`src/rtl/pixel_array_ctrl_if.sv`:
```
// Control/status bundle between the camera sequencer and its host.
// master drives the requests, slave is the sequencer itself.
interface pixel_array_ctrl_if #(
    parameter int ROWS  = 2,
    parameter int EXP_W = 5
);
    localparam int RW = (ROWS > 1) ? $clog2(ROWS) : 1;

    logic             init;
    logic             mode;
    logic             abort;
    logic             exp_inc;
    logic             exp_dec;
    logic [ROWS-1:0]  nre;
    logic             adc;
    logic             expose;
    logic             erase;
    logic             busy;
    logic             frame_done;
    logic [EXP_W-1:0] ex_time;
    logic [RW-1:0]    row_idx;

    modport master (
        output init, mode, abort, exp_inc, exp_dec,
        input  nre, adc, expose, erase, busy,
        input  frame_done, ex_time, row_idx
    );

    modport slave (
        input  init, mode, abort, exp_inc, exp_dec,
        output nre, adc, expose, erase, busy,
        output frame_done, ex_time, row_idx
    );
endinterface

```
`src/rtl/pixel_array_ctrl.sv`:
```
// Exposure/readout sequencer for an N-row pixel array.
// Every output is a flop loaded from the next-state view of the FSM.
module pixel_array_ctrl #(
    parameter int ROWS    = 2,
    parameter int EXP_W   = 5,
    parameter int EXP_MIN = 2,
    parameter int EXP_MAX = 30,
    parameter int EXP_DEF = 5,
    parameter int ROW_CYC = 4,
    parameter int ADC_POS = 1
) (
    input  logic              clk,
    input  logic              reset,
    pixel_array_ctrl_if.slave bus
);
    localparam int RW = (ROWS > 1) ? $clog2(ROWS) : 1;
    localparam int KW = $clog2(ROW_CYC);

    localparam logic [KW-1:0]    K_LAST = KW'(ROW_CYC - 1);
    localparam logic [KW-1:0]    K_ADC  = KW'(ADC_POS);
    localparam logic [RW-1:0]    R_LAST = RW'(ROWS - 1);
    localparam logic [EXP_W-1:0] E_MIN  = EXP_W'(EXP_MIN);
    localparam logic [EXP_W-1:0] E_MAX  = EXP_W'(EXP_MAX);
    localparam logic [EXP_W-1:0] E_DEF  = EXP_W'(EXP_DEF);
    localparam logic [EXP_W-1:0] E_ONE  = EXP_W'(1);

    typedef enum logic [1:0] {IDLE, EXPOSE, READOUT} state_t;

    state_t           state_q, state_d;
    logic [EXP_W-1:0] exp_cnt_q, exp_cnt_d;
    logic [EXP_W-1:0] ex_time_q, ex_time_d;
    logic [KW-1:0]    k_q, k_d;
    logic [RW-1:0]    row_q, row_d;
    logic             restart_q, restart_d;
    logic             done;

    logic [ROWS-1:0]  nre_q, nre_d;
    logic             adc_q, adc_d;
    logic             expose_q, expose_d;
    logic             erase_q, erase_d;
    logic             busy_q, busy_d;
    logic             frame_done_q, frame_done_d;

    always_ff @(posedge clk or posedge reset) begin
        if (reset) begin
            state_q      <= IDLE;
            exp_cnt_q    <= '0;
            ex_time_q    <= E_DEF;
            k_q          <= '0;
            row_q        <= '0;
            restart_q    <= 1'b0;
            nre_q        <= '1;
            adc_q        <= 1'b0;
            expose_q     <= 1'b0;
            erase_q      <= 1'b1;
            busy_q       <= 1'b0;
            frame_done_q <= 1'b0;
        end else begin
            state_q      <= state_d;
            exp_cnt_q    <= exp_cnt_d;
            ex_time_q    <= ex_time_d;
            k_q          <= k_d;
            row_q        <= row_d;
            restart_q    <= restart_d;
            nre_q        <= nre_d;
            adc_q        <= adc_d;
            expose_q     <= expose_d;
            erase_q      <= erase_d;
            busy_q       <= busy_d;
            frame_done_q <= frame_done_d;
        end
    end

    always_comb begin
        state_d   = state_q;
        exp_cnt_d = exp_cnt_q;
        ex_time_d = ex_time_q;
        k_d       = k_q;
        row_d     = row_q;
        restart_d = restart_q;
        done      = 1'b0;
        unique case (state_q)
            IDLE: begin
                if (bus.exp_inc)
                    ex_time_d = (ex_time_q >= E_MAX) ? E_MAX : ex_time_q + 1'b1;
                else if (bus.exp_dec)
                    ex_time_d = (ex_time_q <= E_MIN) ? E_MIN : ex_time_q - 1'b1;
                // abort in IDLE only serves to veto a start
                if (!bus.abort && (bus.init || (bus.mode && restart_q))) begin
                    state_d   = EXPOSE;
                    exp_cnt_d = ex_time_q;
                    restart_d = 1'b0;
                end
            end
            EXPOSE: begin
                if (bus.abort) begin
                    state_d   = IDLE;
                    exp_cnt_d = '0;
                    restart_d = 1'b0;
                end else if (exp_cnt_q <= E_ONE) begin
                    state_d   = READOUT;
                    exp_cnt_d = '0;
                    k_d       = '0;
                    row_d     = '0;
                end else begin
                    exp_cnt_d = exp_cnt_q - 1'b1;
                end
            end
            READOUT: begin
                if (bus.abort) begin
                    state_d   = IDLE;
                    k_d       = '0;
                    row_d     = '0;
                    restart_d = 1'b0;
                end else if (k_q == K_LAST) begin
                    k_d = '0;
                    if (row_q == R_LAST) begin
                        state_d   = IDLE;
                        row_d     = '0;
                        done      = 1'b1;
                        restart_d = bus.mode;
                    end else begin
                        row_d = row_q + 1'b1;
                    end
                end else begin
                    k_d = k_q + 1'b1;
                end
            end
            default: state_d = IDLE;
        endcase
    end

    always_comb begin
        nre_d = '1;
        for (int i = 0; i < ROWS; i++) begin
            if (state_d == READOUT && k_d != K_LAST && row_d == RW'(i))
                nre_d[i] = 1'b0;
        end
        adc_d        = (state_d == READOUT) && (k_d == K_ADC);
        expose_d     = (state_d == EXPOSE);
        erase_d      = (state_d == IDLE);
        busy_d       = (state_d != IDLE);
        frame_done_d = done;
    end

    assign bus.nre        = nre_q;
    assign bus.adc        = adc_q;
    assign bus.expose     = expose_q;
    assign bus.erase      = erase_q;
    assign bus.busy       = busy_q;
    assign bus.frame_done = frame_done_q;
    assign bus.ex_time    = ex_time_q;
    assign bus.row_idx    = row_q;
endmodule

```
`src/flat_wrapper.sv`:
```
// flat-port wrapper written by rule: the top's interface ports become plain ports
module pixel_array_ctrl_flat 
#(
    parameter int ROWS    = 2,
    parameter int EXP_W   = 5,
    parameter int EXP_MIN = 2,
    parameter int EXP_MAX = 30,
    parameter int EXP_DEF = 5,
    parameter int ROW_CYC = 4,
    parameter int ADC_POS = 1
)
  (clk, reset, bus_init, bus_mode, bus_abort, bus_exp_inc, bus_exp_dec, bus_nre, bus_adc, bus_expose, bus_erase, bus_busy, bus_frame_done, bus_ex_time, bus_row_idx);
  pixel_array_ctrl_if #(.ROWS(ROWS), .EXP_W(EXP_W)) bus_i ();
  input  logic clk;
  input  logic reset;
  input wire logic [$bits(bus_i.init)-1:0] bus_init;
  input wire logic [$bits(bus_i.mode)-1:0] bus_mode;
  input wire logic [$bits(bus_i.abort)-1:0] bus_abort;
  input wire logic [$bits(bus_i.exp_inc)-1:0] bus_exp_inc;
  input wire logic [$bits(bus_i.exp_dec)-1:0] bus_exp_dec;
  output wire logic [$bits(bus_i.nre)-1:0] bus_nre;
  output wire logic [$bits(bus_i.adc)-1:0] bus_adc;
  output wire logic [$bits(bus_i.expose)-1:0] bus_expose;
  output wire logic [$bits(bus_i.erase)-1:0] bus_erase;
  output wire logic [$bits(bus_i.busy)-1:0] bus_busy;
  output wire logic [$bits(bus_i.frame_done)-1:0] bus_frame_done;
  output wire logic [$bits(bus_i.ex_time)-1:0] bus_ex_time;
  output wire logic [$bits(bus_i.row_idx)-1:0] bus_row_idx;
  assign bus_i.init = bus_init;
  assign bus_i.mode = bus_mode;
  assign bus_i.abort = bus_abort;
  assign bus_i.exp_inc = bus_exp_inc;
  assign bus_i.exp_dec = bus_exp_dec;
  assign bus_nre = bus_i.nre;
  assign bus_adc = bus_i.adc;
  assign bus_expose = bus_i.expose;
  assign bus_erase = bus_i.erase;
  assign bus_busy = bus_i.busy;
  assign bus_frame_done = bus_i.frame_done;
  assign bus_ex_time = bus_i.ex_time;
  assign bus_row_idx = bus_i.row_idx;
  pixel_array_ctrl #(.ROWS(ROWS), .EXP_W(EXP_W), .EXP_MIN(EXP_MIN), .EXP_MAX(EXP_MAX), .EXP_DEF(EXP_DEF), .ROW_CYC(ROW_CYC), .ADC_POS(ADC_POS)) u_core (.clk(clk), .reset(reset), .bus(bus_i));
endmodule
```
`config.mk`:
```
export PLATFORM = sky130hd
export DESIGN_NAME = pixel_array_ctrl_flat
export DESIGN_NICKNAME = d
export VERILOG_FILES = /design/src/rtl/pixel_array_ctrl_if.sv /design/src/rtl/pixel_array_ctrl.sv /design/src/flat_wrapper.sv
export SDC_FILE = /design/constraint.sdc
export NUM_CORES = 1
export LEC_CHECK = 0
export CORE_MARGIN = 5
export CORE_UTILIZATION = 44
export DETAILED_ROUTE_END_ITERATION = 12
export GPL_TIMING_DRIVEN = 0
export PLACE_DENSITY = 0.65
export SYNTH_ARGS = -nofsm -noshare
export SYNTH_HDL_FRONTEND = slang
export SYNTH_SLANG_ARGS = --single-unit
```
`constraint.sdc`:
```
create_clock -name clk -period 2.45 [get_ports clk]
set_clock_uncertainty 0.15 [all_clocks]
set_input_delay 0.49 -clock clk [delete_from_list [all_inputs] [get_ports clk]]
set_output_delay 0.49 -clock clk [all_outputs]
set_load 0.05 [all_outputs]
```
==> results of run 1 <==
## area by class of cell
class,instances,area share
repair buffers,19,0.110
plain buffers,5,0.0107
clock buffers,3,0.0129
clock inverters,1,0.00286
inverters,15,0.0321
multi-input cells,111,0.466
well taps,46,0.0329
flip-flops and latches,23,0.332
## report_power, final
part	switching (mW)	internal (mW)
sequential	0.125	0.537
clock	0.121	0.0611
combinational	0.917	0.534
## repair_timing
item / 4_1_cts / 5_1_grt
hold endpoints to repair: 0 / 0
setup endpoints to repair: 0 / 1
gates resized for setup: 0 / 1
## worst min-delay path, stage by stage, from the launching register on
cell     delay, ns
dfrtp_1       0.42
inv_1         0.06
mux2i_1       0.06
## worst min path at each step
stage / from / end / slack (ns)
floorplan: reset / u_core.bus.adc$_DFF_PP0_ / 0.34
global placement: u_core.restart_q$_DFFE_PP0P_ / u_core.restart_q$_DFFE_PP0P_ / 0.38
detailed placement: u_core.restart_q$_DFFE_PP0P_ / u_core.restart_q$_DFFE_PP0P_ / 0.39
CTS: u_core.restart_q$_DFFE_PP0P_ / u_core.restart_q$_DFFE_PP0P_ / 0.41
global route: u_core.restart_q$_DFFE_PP0P_ / u_core.restart_q$_DFFE_PP0P_ / 0.46
finish: u_core.restart_q$_DFFE_PP0P_ / u_core.restart_q$_DFFE_PP0P_ / 0.41
## logic make-up after synthesis
group / count (synthesis) / share of synthesized area
adder cells (fa/ha/maj): 11 / 0.0934
buffers and inverters: 20 / 0.0509
AO/OA/AOI/OAI: 55 / 0.281
flip-flops: 23 / 0.395
multiplexers: 1 / 0.00679
AND/OR/NAND/NOR: 44 / 0.173
## cells in the mapped netlist (3+ instances only)
cell type,instances
a21oi_1,8
nor3_1,3
dfrtp_1,18
ha_1,11
clkbuf_1,5
o21ai_0,10
a31oi_1,5
nor2_1,6
dfstp_2,5
nand3_1,3
nor2b_1,6
o2bb2ai_1,5
nand2_1,8
inv_1,14
nand4_1,3
## metrics by stage
| step | setup WS (ns) | power (mW) | std cells |
|---|---|---|---|
| final | 0.128 | 2.29 | 223 |
| after floorplan | 0.496 | 1.73 | 154 |
| after global routing | 0.0528 | 2.49 | 223 |
| after detailed placement | 0.0483 | 2.10 | 219 |
| after global placement | 0.0663 | 2.07 | 219 |
| after CTS | 0.0211 | 2.30 | 223 |
## layer usage
metal,routed length (um),track usage,vias to the layer above
li1,-,-,622
met1,1620,0.214,619
met2,1430,0.241,30
met3,151,0.0328,6
met4,48,0.0794,0
met5,0,0,-
## state kept, by name, summed over array words and instances (netlist names)
signal,count
u_core.bus.adc,1
u_core.bus.busy,1
u_core.bus.erase,1
u_core.bus.ex_time,5
u_core.bus.expose,1
u_core.bus.frame_done,1
u_core.bus.nre,2
u_core.bus.row_idx,1
u_core.exp_cnt_q,5
u_core.k_q,2
u_core.restart_q,1
u_core.state_q,2
==> summary.txt, run 1 <==
crit path capture: bus_ex_time[2]
crit path max fanout: 4
crit path cell chain: clkdlybuf4s50_1
syn_nets: 172
Async S/R FF share, synth: 1.00
DR WL/cell: 14.6 um
clock buffer depth: 2
hold_buf cts: 0
Final ANT Viol Nets: 0
Hold Crit Depth: 2
Peak Freq: 431 MHz
Worst-Margin Slew: 0.881 ns
Filler Cell Count: 317
crit path max-delay cell type: clkdlybuf4s50_1
Max stage delay on crit path: 0.80 ns
DR DRC count: 0
Num CTS Buffers: 3
crit start category: register
FF/Latch Area: 582 um^2
number of global-route vias before repair: 1269
Core Util, Final: 0.533
Worst Path Required: 1.81 ns
setup repair bufs after CTS: 0
Max IR drop VDD: 0.639 mV
multi-input logic area: 817 um^2
post-route minimum period: 2.32 ns
IO Port Bufs: 19
# nets final: 196
Design Area, Final: 1750 um^2
area post-placement: 1720 um^2
layout cell share with drive strength beyond 1: 0.102
buffers and inverters on the worst path: 1
final hold violation count: 0
cell taking the most area after synthesis: dfrtp_1
outcome: complete, no violations
Crit. End Element: output pin
Mapped Cells: 154
Final Cycle Share: 0.948
clock slew at reported path FFs: 0.13 ns
routed vias: 1277
Main synth FF type: dfrtp_1
maxcap violations: 0
CTS tree: built
Worst Reg2Reg Path Length in Cells: 6
Antenna Cells: 0
initial antenna violation count: 0
most frequent cells in the layout: clkdlybuf4s50_1 (18), dfrtp_1 (18), inv_1 (14)
Critical Path AT: 1.68 ns
R2R Setup Slk: 0.21 ns
synth top area cells: dfrtp_1 (31%), ha_1 (9.3%), dfstp_2 (8.9%), inv_1 (3.6%), o21ai_0 (3.4%)
clk sink count: 23
global-route wire length before repair: 5540 um
worst hold path type: register to register
critical setup path kind: register to output pin
Congestion Overflow GR: 0
Synth Warn #: 0
Critical R2R Capture: u_core.bus.adc$_DFF_PP0_
number of top-level pins: 20
initial drt markers: 119
Initial DRT Pass Iterations: 4
Starting Density: 0.449
Worst path depth: 1
Area Growth Syn to Fin: 18.8%
die span in y: 67.9 um
top-area cell type share of the netlist area: 0.306
Cell Area, Synth: 1470 um^2
post-synthesis cell type count: 50
Max-slew headroom: 0.412
Core ar.: 3280 um^2
H-tree depth: 1
die area: 4610 um^2
Tot GR Track Use: 0.159
Slew Viols, Final: 0
R2R Path Start: u_core.state_q[1]$_DFF_PP0_
Leak: 0.793 nW
CP top delay family: buffers and inverters
vias per cell: 5.73
GP Congestion: 0.827
largest net degree at the start of global routing: 24
Final Setup Violations: 0
Mapped Avg Cell Area: 9.57 um^2
CTS Root Cell: clkbuf_4
num rows: 21
Critical Path Source: u_core.bus.ex_time[2]$_DFFE_PP1P_
Clock Latency Late Sink: 0.31 ns
Seq/Total Area, Yosys: 0.395
pwr dens: 1310 nW/um^2
Post-synth EDFFs: 0
synthesis-stage register bit count: 23
hpwl dp: 2450 um
WL final: 3250 um
RSZ-0062 raised after global routing: no
Die Wd: 67.9 um
setup_tns: 0 ns
WHS: 0.409 ns
Power figures use the tool's default switching activity.
==> run 2: changes to the inputs <==
--- a/config.mk
+++ b/config.mk
@@ -5,11 +5,11 @@
 export SDC_FILE = /design/constraint.sdc
 export NUM_CORES = 1
 export LEC_CHECK = 0
-export CORE_MARGIN = 5
-export CORE_UTILIZATION = 44
+export CORE_UTILIZATION = 60
 export DETAILED_ROUTE_END_ITERATION = 12
+export DONT_BUFFER_PORTS = 1
 export GPL_TIMING_DRIVEN = 0
-export PLACE_DENSITY = 0.65
+export PLACE_DENSITY = 0.75
 export SYNTH_ARGS = -nofsm -noshare
 export SYNTH_HDL_FRONTEND = slang
 export SYNTH_SLANG_ARGS = --single-unit
==> summary.txt, run 2 (synthesis results as in run 1) <==
pwr dens: 1400 nW/um^2 (+6.9%)
Worst Path Required: 2.49 ns (+0.68 ns)
GP Congestion: 0.842 (+1.9%)
vias per cell: 6.53 (+14%)
crit path capture: u_core.bus.ex_time[4]$_DFFE_PP0P_
Starting Density: 0.654 (+0.205)
outcome: complete, no violations
post-CTS sizing: 0 (unchanged)
setup_tns: 0 ns (unchanged)
clock slew at reported path FFs: 0.13 ns (about the same)
routed vias: 1214 (-4.9%)
Slew Viols, Final: 0 (unchanged)
RSZ-0062 raised after global routing: no
Crit. End Element: register
register share of total power: 0.428 (+0.140)
crit path max fanout: 9 (+5)
commonest non-fill, non-tap cell in the layout: dfrtp_1
Max IR drop VDD: 0.784 mV (+23%)
R2R Path Start: u_core.bus.ex_time[1]$_DFFE_PP0P_
Core ar.: 2250 um^2 (-31%)
die span in y: 51.6 um (-24%)
worst hold path type: input pin to async pin
Sw Share: 0.526 (+0.0189)
Die Wd: 51.6 um (-24%)
Clock Latency Late Sink: 0.32 ns (about the same)
Max-slew headroom: 0.426 (+0.0139)
Worst Reg2Reg Path Length in Cells: 7 (+1)
maxcap violations: 0 (unchanged)
Area Growth Syn to Fin: 4.16%
Leak: 0.707 nW (-11%)
Congestion Overflow GR: 0 (unchanged)
Final Setup Violations: 0 (unchanged)
final hold violation count: 0 (unchanged)
Placed Cells: 182 (-17%)
hpwl dp: 2260 um (-7.7%)
DR DRC count: 0 (unchanged)
DR WL/cell: 16.4 um (+13%)
CTS tree: built
IO Port Bufs: 0 (-19)
post-route minimum period: 2.21 ns (-0.109 ns)
num rows: 17 (-19%)
# nets final: 177 (-9.7%)
crit start category: register
Logic pwr share: 0.488 (-0.144)
CTS Root Cell: clkbuf_4
fin cells: 186 (-17%)
Antenna Cells: 0 (unchanged)
global-route wire length before repair: 5040 um (-9.1%)
layout cell share with drive strength beyond 1: 0.108 (+0.00590)
clk sink count: 23 (unchanged)
Final Cycle Share: 0.903 (-0.0446)
P_int: 1.02 mW (-9.9%)
critical setup path kind: register to register
Clock Power Share: 0.084 (+0.005)
setup repair bufs after CTS: 0 (unchanged)
number of top-level pins: 20 (unchanged)
Tot GR Track Use: 0.262 (+0.103)
Peak Freq: 452 MHz (+4.9%)
initial drt markers: 41 (-66%)
Worst-Margin Slew: 0.860 ns (-0.0208 ns)
Critical R2R Capture: u_core.bus.ex_time[4]$_DFFE_PP0P_
Final ANT Viol Nets: 0 (unchanged)
clock buffer depth: 2 (unchanged)
Critical Path Source: u_core.bus.ex_time[1]$_DFFE_PP0P_
H-tree depth: 1 (unchanged)
hold_buf cts: 0 (unchanged)
Net Switching: 1.13 mW (-2.8%)
most frequent cells in the layout: dfrtp_1 (18), inv_1 (14), ha_1 (11)
number of global-route vias before repair: 1107 (-13%)
WL final: 3050 um (-6.1%)
largest net degree at the start of global routing: 24 (unchanged)
Num CTS Buffers: 3 (unchanged)
Design Power: 2.15 mW (-6.3%)
Critical Path AT: 2.25 ns (+0.57 ns)
initial antenna violation count: 0 (unchanged)
Initial DRT Pass Iterations: 4 (unchanged)
die area: 2660 um^2 (-42%)
Core Util, Final: 0.681 (+0.148)
R2R Setup Slk: 0.24 ns (+0.03 ns)
## run 2: changes by cell type in the layout (fill, tap and decap cells not counted), sizes merged
| cell | previous run | this run |
|---|---|---|
| clkinv | 1 | 0 |
| dlymetal6s2s | 1 | 0 |
| clkbuf | 8 | 9 |
| clkdlybuf4s50 | 18 | 0 |
## run 2: power by group through the flow
stage | registers, mW | logic (mW) | clock network [mW]
5_1_grt | 0.941 | 1.18 | 0.199
6_report | 0.919 | 1.05 | 0.181
3_3_place_gp | 0.920 | 0.993 | 0
2_1_floorplan | 0.892 | 0.839 | 0
4_1_cts | 0.918 | 1.04 | 0.185
3_5_place_dp | 0.924 | 1.04 | 0
## run 2: critical path, stage by stage, from the launching register on
cell	delay, ns
dfrtp_1	0.69
clkbuf_1	0.37
inv_1	0.11
ha_1	0.22
nor3b_1	0.15
nor2b_1	0.15
a22oi_1	0.17
o2bb2ai_1	0.08
## run 2: layout make-up
type | count | area, um^2
multi-input cells | 111 | 817
fillers | 189 | 719
flip-flops and latches | 23 | 582
inverters | 15 | 56.3
well taps | 28 | 35.0
clock buffers | 4 | 26.3
plain buffers | 5 | 18.8
## run 2: per-stage QoR
step	worst slack (ns)	area, um^2	hold slack [ns]
after CTS	0.276	1540	0.0941
after global routing	0.0771	1540	0.127
final	0.237	1540	0.0634
after detailed placement	0.298	1510	0.388
after global placement	0.321	1510	0.380
after floorplan	0.496	1470	0.338
## run 2: worst min-delay path by stage
stage | start | endpoint | cells after the start
floorplan | reset | u_core.bus.adc$_DFF_PP0_ | 1
global placement | u_core.restart_q$_DFFE_PP0P_ | u_core.restart_q$_DFFE_PP0P_ | 2
detailed placement | u_core.restart_q$_DFFE_PP0P_ | u_core.restart_q$_DFFE_PP0P_ | 2
CTS | reset | u_core.bus.busy$_DFF_PP0_ | 1
global route | reset | u_core.exp_cnt_q[3]$_DFFE_PP0P_ | 1
finish | reset | u_core.exp_cnt_q[3]$_DFFE_PP0P_ | 1
## run 2: layer usage
metal  up-vias  share of wire  GRT usage  wire (um)
met5         -              0          0          0
met4         0          0.012     0.0991         38
met3         4          0.063     0.0497        192
met2        45           0.46      0.422       1410
met1       584           0.46      0.348       1410
li1        581              -          -          -
==> run 3: changes to the inputs <==
--- a/config.mk
+++ b/config.mk
@@ -6,6 +6,7 @@
 export NUM_CORES = 1
 export LEC_CHECK = 0
 export CORE_UTILIZATION = 60
+export CTS_CLUSTER_DIAMETER = 60
 export DETAILED_ROUTE_END_ITERATION = 12
 export DONT_BUFFER_PORTS = 1
 export GPL_TIMING_DRIVEN = 0
==> results of run 3 <==
Same layout as run 2: the final DEF is identical, and so are final timing and power.
